<file path="src/rtl/sram_mem_controller.sv">
// -----------------------------------------------------------------------------
// sram_mem_controller
//
// Bridges the MEM-stage 32-bit load/store interface to an asynchronous 16-bit
// SRAM. Each access is split into a low half-word phase followed by a high
// half-word phase. Each phase lasts WAIT_CYCLES clocks. The pipeline is frozen
// (ready low) from the cycle the request is accepted until the one-cycle DONE
// state.
//
// Ports
//   clk          rising-edge clock
//   rst_n        asynchronous active-low reset
//   rd_en        load request
//   wr_en        store request (wins over rd_en when both are high)
//   address      byte address; only bits [18:2] are used
//   write_data   store data
//   read_data    registered load result; holds until the next load
//   ready        high when idle with no request, or in DONE
//   sram_addr    SRAM half-word address {word index, half select}
//   sram_wdata   SRAM write data
//   sram_rdata   SRAM read data
//   sram_ce_n    SRAM chip enable, active low
//   sram_oe_n    SRAM output enable, active low
//   sram_we_n    SRAM write enable, active low
//   dbg_state_o  current FSM state (0 IDLE, 1 LOW, 2 HIGH, 3 DONE)
//
// Handshake: a request is taken in IDLE when rd_en|wr_en is high. ready is low
// in that same cycle and stays low until DONE. The request inputs are not
// looked at again until the FSM is back in IDLE.
// -----------------------------------------------------------------------------
module sram_mem_controller #(
    parameter int unsigned WAIT_CYCLES = 2
) (
    input  logic        clk,
    input  logic        rst_n,
    input  logic        rd_en,
    input  logic        wr_en,
    input  logic [31:0] address,
    input  logic [31:0] write_data,
    output logic [31:0] read_data,
    output logic        ready,
    output logic [17:0] sram_addr,
    output logic [15:0] sram_wdata,
    input  logic [15:0] sram_rdata,
    output logic        sram_ce_n,
    output logic        sram_oe_n,
    output logic        sram_we_n,
    output logic [1:0]  dbg_state_o
);

    typedef enum logic [1:0] {
        S_IDLE = 2'd0,
        S_LOW  = 2'd1,
        S_HIGH = 2'd2,
        S_DONE = 2'd3
    } state_e;

    localparam logic [3:0] LAST_CNT = 4'(WAIT_CYCLES - 1);

    state_e      state_q, state_d;
    logic [3:0]  cnt_q, cnt_d;
    logic [16:0] addr_q, addr_d;
    logic [31:0] data_q, data_d;
    logic        wr_q, wr_d;
    logic [31:0] rdata_q, rdata_d;

    logic req;
    logic last_cyc;

    // Byte-lane and out-of-range address bits are don't-care.
    logic unused_addr_bits;
    assign unused_addr_bits = ^{address[31:19], address[1:0]};

    assign req      = rd_en | wr_en;
    assign last_cyc = (cnt_q == LAST_CNT);

    // Next-state logic, counter, request latch and read capture
    always_comb begin
        state_d = state_q;
        cnt_d   = cnt_q;
        addr_d  = addr_q;
        data_d  = data_q;
        wr_d    = wr_q;
        rdata_d = rdata_q;
        case (state_q)
            S_IDLE: begin
                if (req) begin
                    state_d = S_LOW;
                    cnt_d   = 4'd0;
                    addr_d  = address[18:2];
                    data_d  = write_data;
                    wr_d    = wr_en;
                end
            end
            S_LOW: begin
                if (last_cyc) begin
                    state_d = S_HIGH;
                    cnt_d   = 4'd0;
                    // Sample the SRAM at the end of the phase, when it has
                    // had the full WAIT_CYCLES to settle.
                    if (!wr_q) begin
                        rdata_d[15:0] = sram_rdata;
                    end
                end else begin
                    cnt_d = cnt_q + 4'd1;
                end
            end
            S_HIGH: begin
                if (last_cyc) begin
                    state_d = S_DONE;
                    cnt_d   = 4'd0;
                    if (!wr_q) begin
                        rdata_d[31:16] = sram_rdata;
                    end
                end else begin
                    cnt_d = cnt_q + 4'd1;
                end
            end
            S_DONE: begin
                // A request still held here is re-evaluated in IDLE.
                state_d = S_IDLE;
            end
            default: state_d = S_IDLE;
        endcase
    end

    // SRAM strobes and ready decode from the registered state
    always_comb begin
        ready      = 1'b0;
        sram_ce_n  = 1'b1;
        sram_oe_n  = 1'b1;
        sram_we_n  = 1'b1;
        sram_addr  = 18'd0;
        sram_wdata = 16'd0;
        case (state_q)
            S_IDLE: ready = ~req;
            S_LOW: begin
                sram_ce_n  = 1'b0;
                sram_oe_n  = wr_q;
                sram_we_n  = ~wr_q;
                sram_addr  = {addr_q, 1'b0};
                sram_wdata = wr_q ? data_q[15:0] : 16'd0;
            end
            S_HIGH: begin
                sram_ce_n  = 1'b0;
                sram_oe_n  = wr_q;
                sram_we_n  = ~wr_q;
                sram_addr  = {addr_q, 1'b1};
                sram_wdata = wr_q ? data_q[31:16] : 16'd0;
            end
            S_DONE: ready = 1'b1;
            default: ready = 1'b0;
        endcase
    end

    always_ff @(posedge clk or negedge rst_n) begin
        if (!rst_n) begin
            state_q <= S_IDLE;
            cnt_q   <= 4'd0;
            addr_q  <= 17'd0;
            data_q  <= 32'd0;
            wr_q    <= 1'b0;
            rdata_q <= 32'd0;
        end else begin
            state_q <= state_d;
            cnt_q   <= cnt_d;
            addr_q  <= addr_d;
            data_q  <= data_d;
            wr_q    <= wr_d;
            rdata_q <= rdata_d;
        end
    end

    assign read_data   = rdata_q;
    assign dbg_state_o = state_q;

endmodule

</file>
<file path="config.mk">
export PLATFORM = sky130hd
export DESIGN_NAME = sram_mem_controller
export DESIGN_NICKNAME = d
export VERILOG_FILES = /design/src/rtl/sram_mem_controller.sv
export SDC_FILE = /design/constraint.sdc
export NUM_CORES = 1
export LEC_CHECK = 0
export BUFFER_PORTS_ARGS = -buffer_cell sky130_fd_sc_hd__buf_2
export CORE_MARGIN = 2
export CORE_UTILIZATION = 43
export DETAILED_ROUTE_END_ITERATION = 6
export PLACE_DENSITY_LB_ADDON = 0.1
export SYNTH_ARGS = -nofsm -noshare
export SYNTH_HDL_FRONTEND = slang
export SYNTH_SLANG_ARGS = --single-unit
export TNS_END_PERCENT = 10
</file>
<file path="constraint.sdc">
create_clock -name clk -period 1.9 [get_ports clk]
set_input_delay 0.38 -clock clk [delete_from_list [all_inputs] [get_ports clk]]
set_output_delay 0.38 -clock clk [all_outputs]
set_load 0.1 [all_outputs]
</file>
==> out/metrics.yaml, run 1 <==
slowest_delay_ps: 460
drt_iter0_markers: 40
drive_gt1_frac: 0.7269
io_buffer_count: 140
crit_buf_inv: 4
dr.pass1.iters: 4
syn_area_per_cell_um2: 13.69
whs_path_depth: 2
grt_pass1_vias: 2912
cp.depth: 7
worst-endpoint-arrival_ps: 1880
routabilityCongestion: 0.8058
ff_latch_area_um2: 2210
crit_slowest_cell: "dfrtp_4"
status: "finished with violations"
viasPerCell: 4.976
crit_chain: "inv_6, ha_4, clkinvlp_4, nor2_4, buf_12, and2_4, buf_12"
wl_per_cell_um: 15.63
finalCriticalPeriod_ps: 2260
path_class: "register to primary output"
routed_wl_um: 8614
maxCapViolCount: 0
cts_buffer_depth: 2
hold_viol_final: 0
layout.nets: 531
whs_ps: 260.3
min_period_over_period: 1.190
synth-edff-count: 0
fin_area_um2: 5952
yosysMostFrequentCell: "dfrtp_1"
die-height_um: 98.24
r2r_cells: 5
grt_overflow: 0
area_delta_synth_final_pct: 55.87
critPathTopFamily: "buffers and inverters"
cp-end-kind: "primary output"
setup_ws_ps: -360.1
ys_types: 25
synthFlopType: "dfrtp_1"
synth_top_cell_by_area: "dfrtp_1"
synth_top_area_frac: 0.5767
cp_max_fo: 17
hpwl_um: 6299
std_cell_rows: 34
max-slew-margin-rel: 0.6777
pin_count: 156
multi_input_area_um2: 1832
grt_use_met2: 0.3156
grt_pass1_wl_um: 14370
fmax_mhz: 442.5
syn_area_um2: 3819
path_clk_slew_ps: 90
cts_tree: "done"
crit_top_cell: "buf_12"
drc: 0
antenna_left: 0
antenna_found_initial: 0
yosysSeqAreaShare: 0.5767
root_buffer: "clkbuf_8"
synth_fp_nets: 372
rsz0062_at_grt: "yes"
initial_utilization: 0.4400
finalSetupViolCount: 37
synthArstFlopShare: 1.000
yosys_warnings: 0
cts.sinks: 88
core_region_area_um2: 8678
critPathLaunchType: "register"
detailroute.via_count: 2742
hold_class: "input pin to register"
cp.required_ps: 1520
final_max_slew_viol_count: 0
ys_ff_latch: 88
cts_buffers: 9
htreeDepth: 3
tightest_slew_ps: 478.4
syn_inst: 279
violations: "setup timing"
post_dp_cell_area_um2: 5567
grt_max_degree: 45
grt.total_usage: 0.1852
met3_usage: 0.04223
finClkSkew_ps: 9.534
grt.busiest_layer: "met2"
grt_use_met1: 0.2404
die_x_um: 98.24
synth.area.top_cells: "dfrtp_1 58%, mux2_2 24%, a22oi_1 3.1%"
design.die.area_um2: 9650
fill_cells: 652
synth_common_cells: "88 x dfrtp_1, 81 x mux2_2, 25 x nor2_1"
clkLatencyLatePin_ps: 350
n_antenna_cell: 0
-- per-stage QoR --
step / setup WS, ps / std cells / setup TNS [ps] / util
floorplan: -759.0 / 279 / -24620 / -
global placement: -122.3 / 532 / -1928 / 0.6414
detailed placement: -145.5 / 532 / -2131 / 0.6414
CTS: -380.5 / 551 / -11120 / 0.6807
global route: -448.7 / 551 / -13930 / 0.6858
finish: -360.1 / 551 / -10860 / 0.6858
-- worst reg2reg max path, cell delays in order (launching register included) --
cell and delay [ps]:
dfrtp_4 510, inv_4 100, ha_4 170, or3b_2 460
o21ai_0 200, mux2i_1 250
-- sequential cells by signal, summed over array words and instances (netlist names) --
register,count
dbg_state_o,2
addr_q,17
data_q,32
read_data,32
wr_q,1
cnt_q,4
-- worst paths after layout --
check	from	endpoint	slack (ps)
min in group asynchronous	rst_n	data_q[14]	500
worst min-delay path	write_data[28]	data_q[28]	260
worst max-delay path	dbg_state_o[0]	sram_addr[2]	-360
worst min register to register	read_data[14]	read_data[14]	510
max in group asynchronous	rst_n	data_q[11]	830
worst max register to register	dbg_state_o[1]	dbg_state_o[0]	140
-- repair_timing --
action                                  in CTS  in global routing
setup buffers                                2                  0
pin swaps                                    3                  2
endpoints found under the setup margin      37                 38
resized for setup                           21                 11
hold buffers                                 1                  0
hold endpoints to repair                    27                  0
-- cell families (layout without fill, tap and decap cells) --
family / after synthesis / count (layout) / share of synthesized area
AOI/OAI and AO/OA: 24 / 24 / 0.04587
adders and majority gates: 9 / 9 / 0.02949
buffers and inverters: 17 / 181 / 0.02228
DFF: 88 / 88 / 0.5767
muxes: 83 / 83 / 0.2441
and+or+nand+nor: 58 / 58 / 0.08158
-- cell type report --
class / count / area share
sequential: 88 / 0.3712
multi-input combinational: 174 / 0.3078
timing repair buffer: 161 / 0.2577
clock buffer: 11 / 0.02544
tap: 108 / 0.02270
clock inverter: 5 / 0.01072
inverter: 4 / 0.004415
-- layout by cell type, fill, tap and decap left out, types with 2 or more instances in the layout --
| cell | count |
|---|---|
| nor2_1 | 6 |
| clkinvlp_4 | 4 |
| nand2_1 | 4 |
| buf_2 | 101 |
| dfrtp_1 | 86 |
| o21ai_0 | 3 |
| mux2i_1 | 2 |
| a22o_1 | 3 |
| dfrtp_4 | 2 |
| nand2b_1 | 2 |
| buf_12 | 46 |
| and2_4 | 17 |
| buf_4 | 13 |
| ha_1 | 7 |
| mux2_2 | 81 |
| nor2_4 | 18 |
| a22oi_2 | 15 |
| clkbuf_8 | 11 |
| nand2_2 | 2 |
-- per-layer routing --
layer / routed length [um] / vias to the layer above / part of all wire
li1: - / 1303 / -
met1: 3767 / 1350 / 0.44
met2: 4269 / 82 / 0.50
met3: 497 / 7 / 0.058
met4: 80 / 0 / 0.0093
met5: 0 / - / 0
Power of run 1 is not shown: default switching activity piles up to over one toggle a cycle in this logic, so the estimate is an artifact.
==> run 2, diff against run 1 <==
--- a/config.mk
+++ b/config.mk
@@ -5,9 +5,10 @@
 export SDC_FILE = /design/constraint.sdc
 export NUM_CORES = 1
 export LEC_CHECK = 0
+export ABC_AREA = 1
 export BUFFER_PORTS_ARGS = -buffer_cell sky130_fd_sc_hd__buf_2
 export CORE_MARGIN = 2
-export CORE_UTILIZATION = 43
+export CORE_UTILIZATION = 45
 export DETAILED_ROUTE_END_ITERATION = 6
 export PLACE_DENSITY_LB_ADDON = 0.1
 export SYNTH_ARGS = -nofsm -noshare
==> constraint.sdc (replaced) <==
create_clock -name clk -period 2.6 [get_ports clk]
set_input_delay 0.52 -clock clk [delete_from_list [all_inputs] [get_ports clk]]
set_output_delay 0.52 -clock clk [all_outputs]
set_load 0.1 [all_outputs]
==> run 2 against run 1 <==
The flow now finishes without violations. Design area is 2.8% lower. Register-to-register slack better by 520 ps. Via count is 25% higher. Core utilization is 1.9 points lower. Clock skew is 12 ps higher. Area after synthesis is 5.4% higher. Final cell count is 30% higher. Worst hold slack worse by 150 ps.
==> out/metrics.yaml, run 2 <==
status: "finished clean"
initial_utilization: 0.4637  # +0.02364
grt_max_degree: 68  # +51%
hold_viol_final: 0  # unchanged
die_x_um: 98.56  # +0.33%
grt_pass1_wl_um: 16260  # +13%
clkLatencyLatePin_ps: 370  # +20 ps
r2r-start: "dbg_state_o[0]"
synthFlopType: "dfrtp_1"
yosysMostFrequentCell: "nand2_1"
dp_slack_ps: 366.4  # +511.9 ps
synthArstFlopShare: 1.000  # unchanged
pin_count: 156  # unchanged
yosys_warnings: 0  # unchanged
synth-edff-count: 0  # unchanged
cts_tree: "done"
rsz0062_at_grt: "no"
synth.area.top_cells: "dfrtp_1 55%, nand2_1 19%, o21ai_2 4.1%"
design.die.area_um2: 9714  # +0.66%
tightest_slew_ps: 612.8  # +134.4 ps
antenna_left: 0  # unchanged
synth_top_area_frac: 0.5473  # -0.02941
htreeDepth: 3  # unchanged
crit_start: "dbg_state_o[0]"
cts_buffers: 9  # unchanged
r2r_cells: 6  # +1
max-slew-margin-rel: 0.5915  # -0.08625
syn_area_per_cell_um2: 8.616  # -37%
path_class: "register to primary output"
die-height_um: 98.56  # +0.33%
synth_top_cell_by_area: "dfrtp_1"
yosysSeqAreaShare: 0.5473  # -0.02941
core_region_area_um2: 8678  # unchanged
layout_commonest_cell: "nand2_1"
wl_per_cell_um: 13.42  # -14%
viasPerCell: 4.786  # -3.8%
dr.pass1.iters: 4  # unchanged
detailroute.via_count: 3422  # +25%
cts.repair.resized: 2  # -90%
antenna_found_initial: 1  # +1
cts_hold_buffers: 0  # -1
final_max_slew_viol_count: 0  # unchanged
drc: 0  # unchanged
maxCapViolCount: 0  # unchanged
std_cell_rows: 34  # unchanged
cp-end-kind: "primary output"
finalSetupViolCount: 0  # -100%
routed_wl_um: 9593  # +11%
cts.sinks: 88  # unchanged
grt_overflow: 0  # unchanged
path_clk_slew_ps: 100  # about the same
critPathLaunchType: "register"
io_buffer_count: 140  # unchanged
cp.required_ps: 2080  # +560 ps
setup_ws_ps: 84.28  # +444.4 ps
drt_iter0_markers: 172  # +330%
layout_common_cells: "199 x nand2_1, 103 x buf_2, 86 x dfrtp_1, 41 x inv_1, 36 x buf_12"
hpwl_um: 6795  # +7.9%
synth_common_cells: "200 x nand2_1, 88 x dfrtp_1, 43 x inv_1"
cp_max_fo: 17  # unchanged
min_period_over_period: 0.9676
syn_inst: 467  # +67%
routabilityCongestion: 0.7558  # -6.2%
finalCriticalPeriod_ps: 2516
drive_gt1_frac: 0.3795  # -0.3473
syn_area_um2: 4024  # +5.4%
fmax_mhz: 397.5
grt.total_usage: 0.2076  # +0.02237
finClkSkew_ps: 21.24  # +11.71 ps
worst-endpoint-arrival_ps: 2000  # +120 ps
ys_types: 21  # -16%
root_buffer: "clkbuf_8"
area_delta_synth_final_pct: 43.78
cts_setup_buffers: 0  # -2
hold_class: "input pin to async pin"
layout.nets: 694  # +31%
synth_fp_nets: 560  # +51%
ys_ff_latch: 88  # unchanged
cts_buffer_depth: 2  # unchanged
grt_pass1_vias: 3479  # +19%
==> run 2: changes by cell type in the layout (fill, tap and decap cells not counted), moves of 15 or more <==
| cell | before | now |
|---|---|---|
| a22oi_2 | 15 | 0 |
| inv_1 | 1 | 41 |
| o21ai_2 | 0 | 18 |
| and2_4 | 17 | 0 |
| a21oi_4 | 0 | 16 |
| mux2_2 | 81 | 0 |
| o21ai_0 | 3 | 18 |
| nand2_1 | 4 | 199 |
==> run 2: critical path: stages, from the launching register on <==
cell and delay [ps]:
dfrtp_4 460, inv_2 80, ha_2 440, nand2_8 230
a21oi_4 220, buf_12 190
==> run 2: routing by layer <==
| metal | GRT usage | vias to the layer above | share of wire |
|---|---|---|---|
| li1 | - | 1704 | - |
| met1 | 0.2615 | 1621 | 0.42 |
| met2 | 0.3564 | 89 | 0.51 |
| met3 | 0.05035 | 8 | 0.057 |
| met4 | 0.06217 | 0 | 0.0098 |
| met5 | 0 | - | 0 |
==> run 2: per-stage QoR <==
step	cells	utilization	cell area, um2	hold WS, ps	TNS [ps]
after floorplan	467	-	4357	224.4	-653.5
after global placement	698	0.6437	5587	452.7	0
after detailed placement	698	0.6437	5587	458.4	0
after CTS	714	0.6661	5781	128.6	0
after global routing	714	0.6664	5783	135.2	0
final	715	0.6667	5786	114.9	0
==> run 2: path summary, 6_finish.rpt <==
kind	end	slack (ps)
setup / recovery	sram_wdata[11]	80
hold / removal	data_q[8]	110
setup reg to reg	read_data[19]	660
hold reg to reg	data_q[14]	470
max in group asynchronous	read_data[16]	1830
min in group clk	data_q[8]	350
==> run 2: logic make-up after synthesis <==
| group | after synthesis | synth area share |
|---|---|---|
| AOI/OAI and AO/OA | 68 | 0.1023 |
| xor gates and xnor gates | 1 | 0.002177 |
| DFF | 88 | 0.5473 |
| and+or+nand+nor | 233 | 0.2345 |
| adders and majority gates | 9 | 0.02799 |
| buffers and inverters | 68 | 0.08582 |
==> run 2: area by class of cell <==
cell class / instances / area [um2]
antenna: 1 / 2.502
clock buffer: 9 / 123.9
clock inverter: 7 / 65.06
fill: 713 / 2893
inverter: 45 / 168.9
multi-input combinational: 311 / 1792
sequential: 88 / 2210
tap: 108 / 135.1
timing repair buffer: 146 / 1289
Power of run 2 is left out for the same reason.
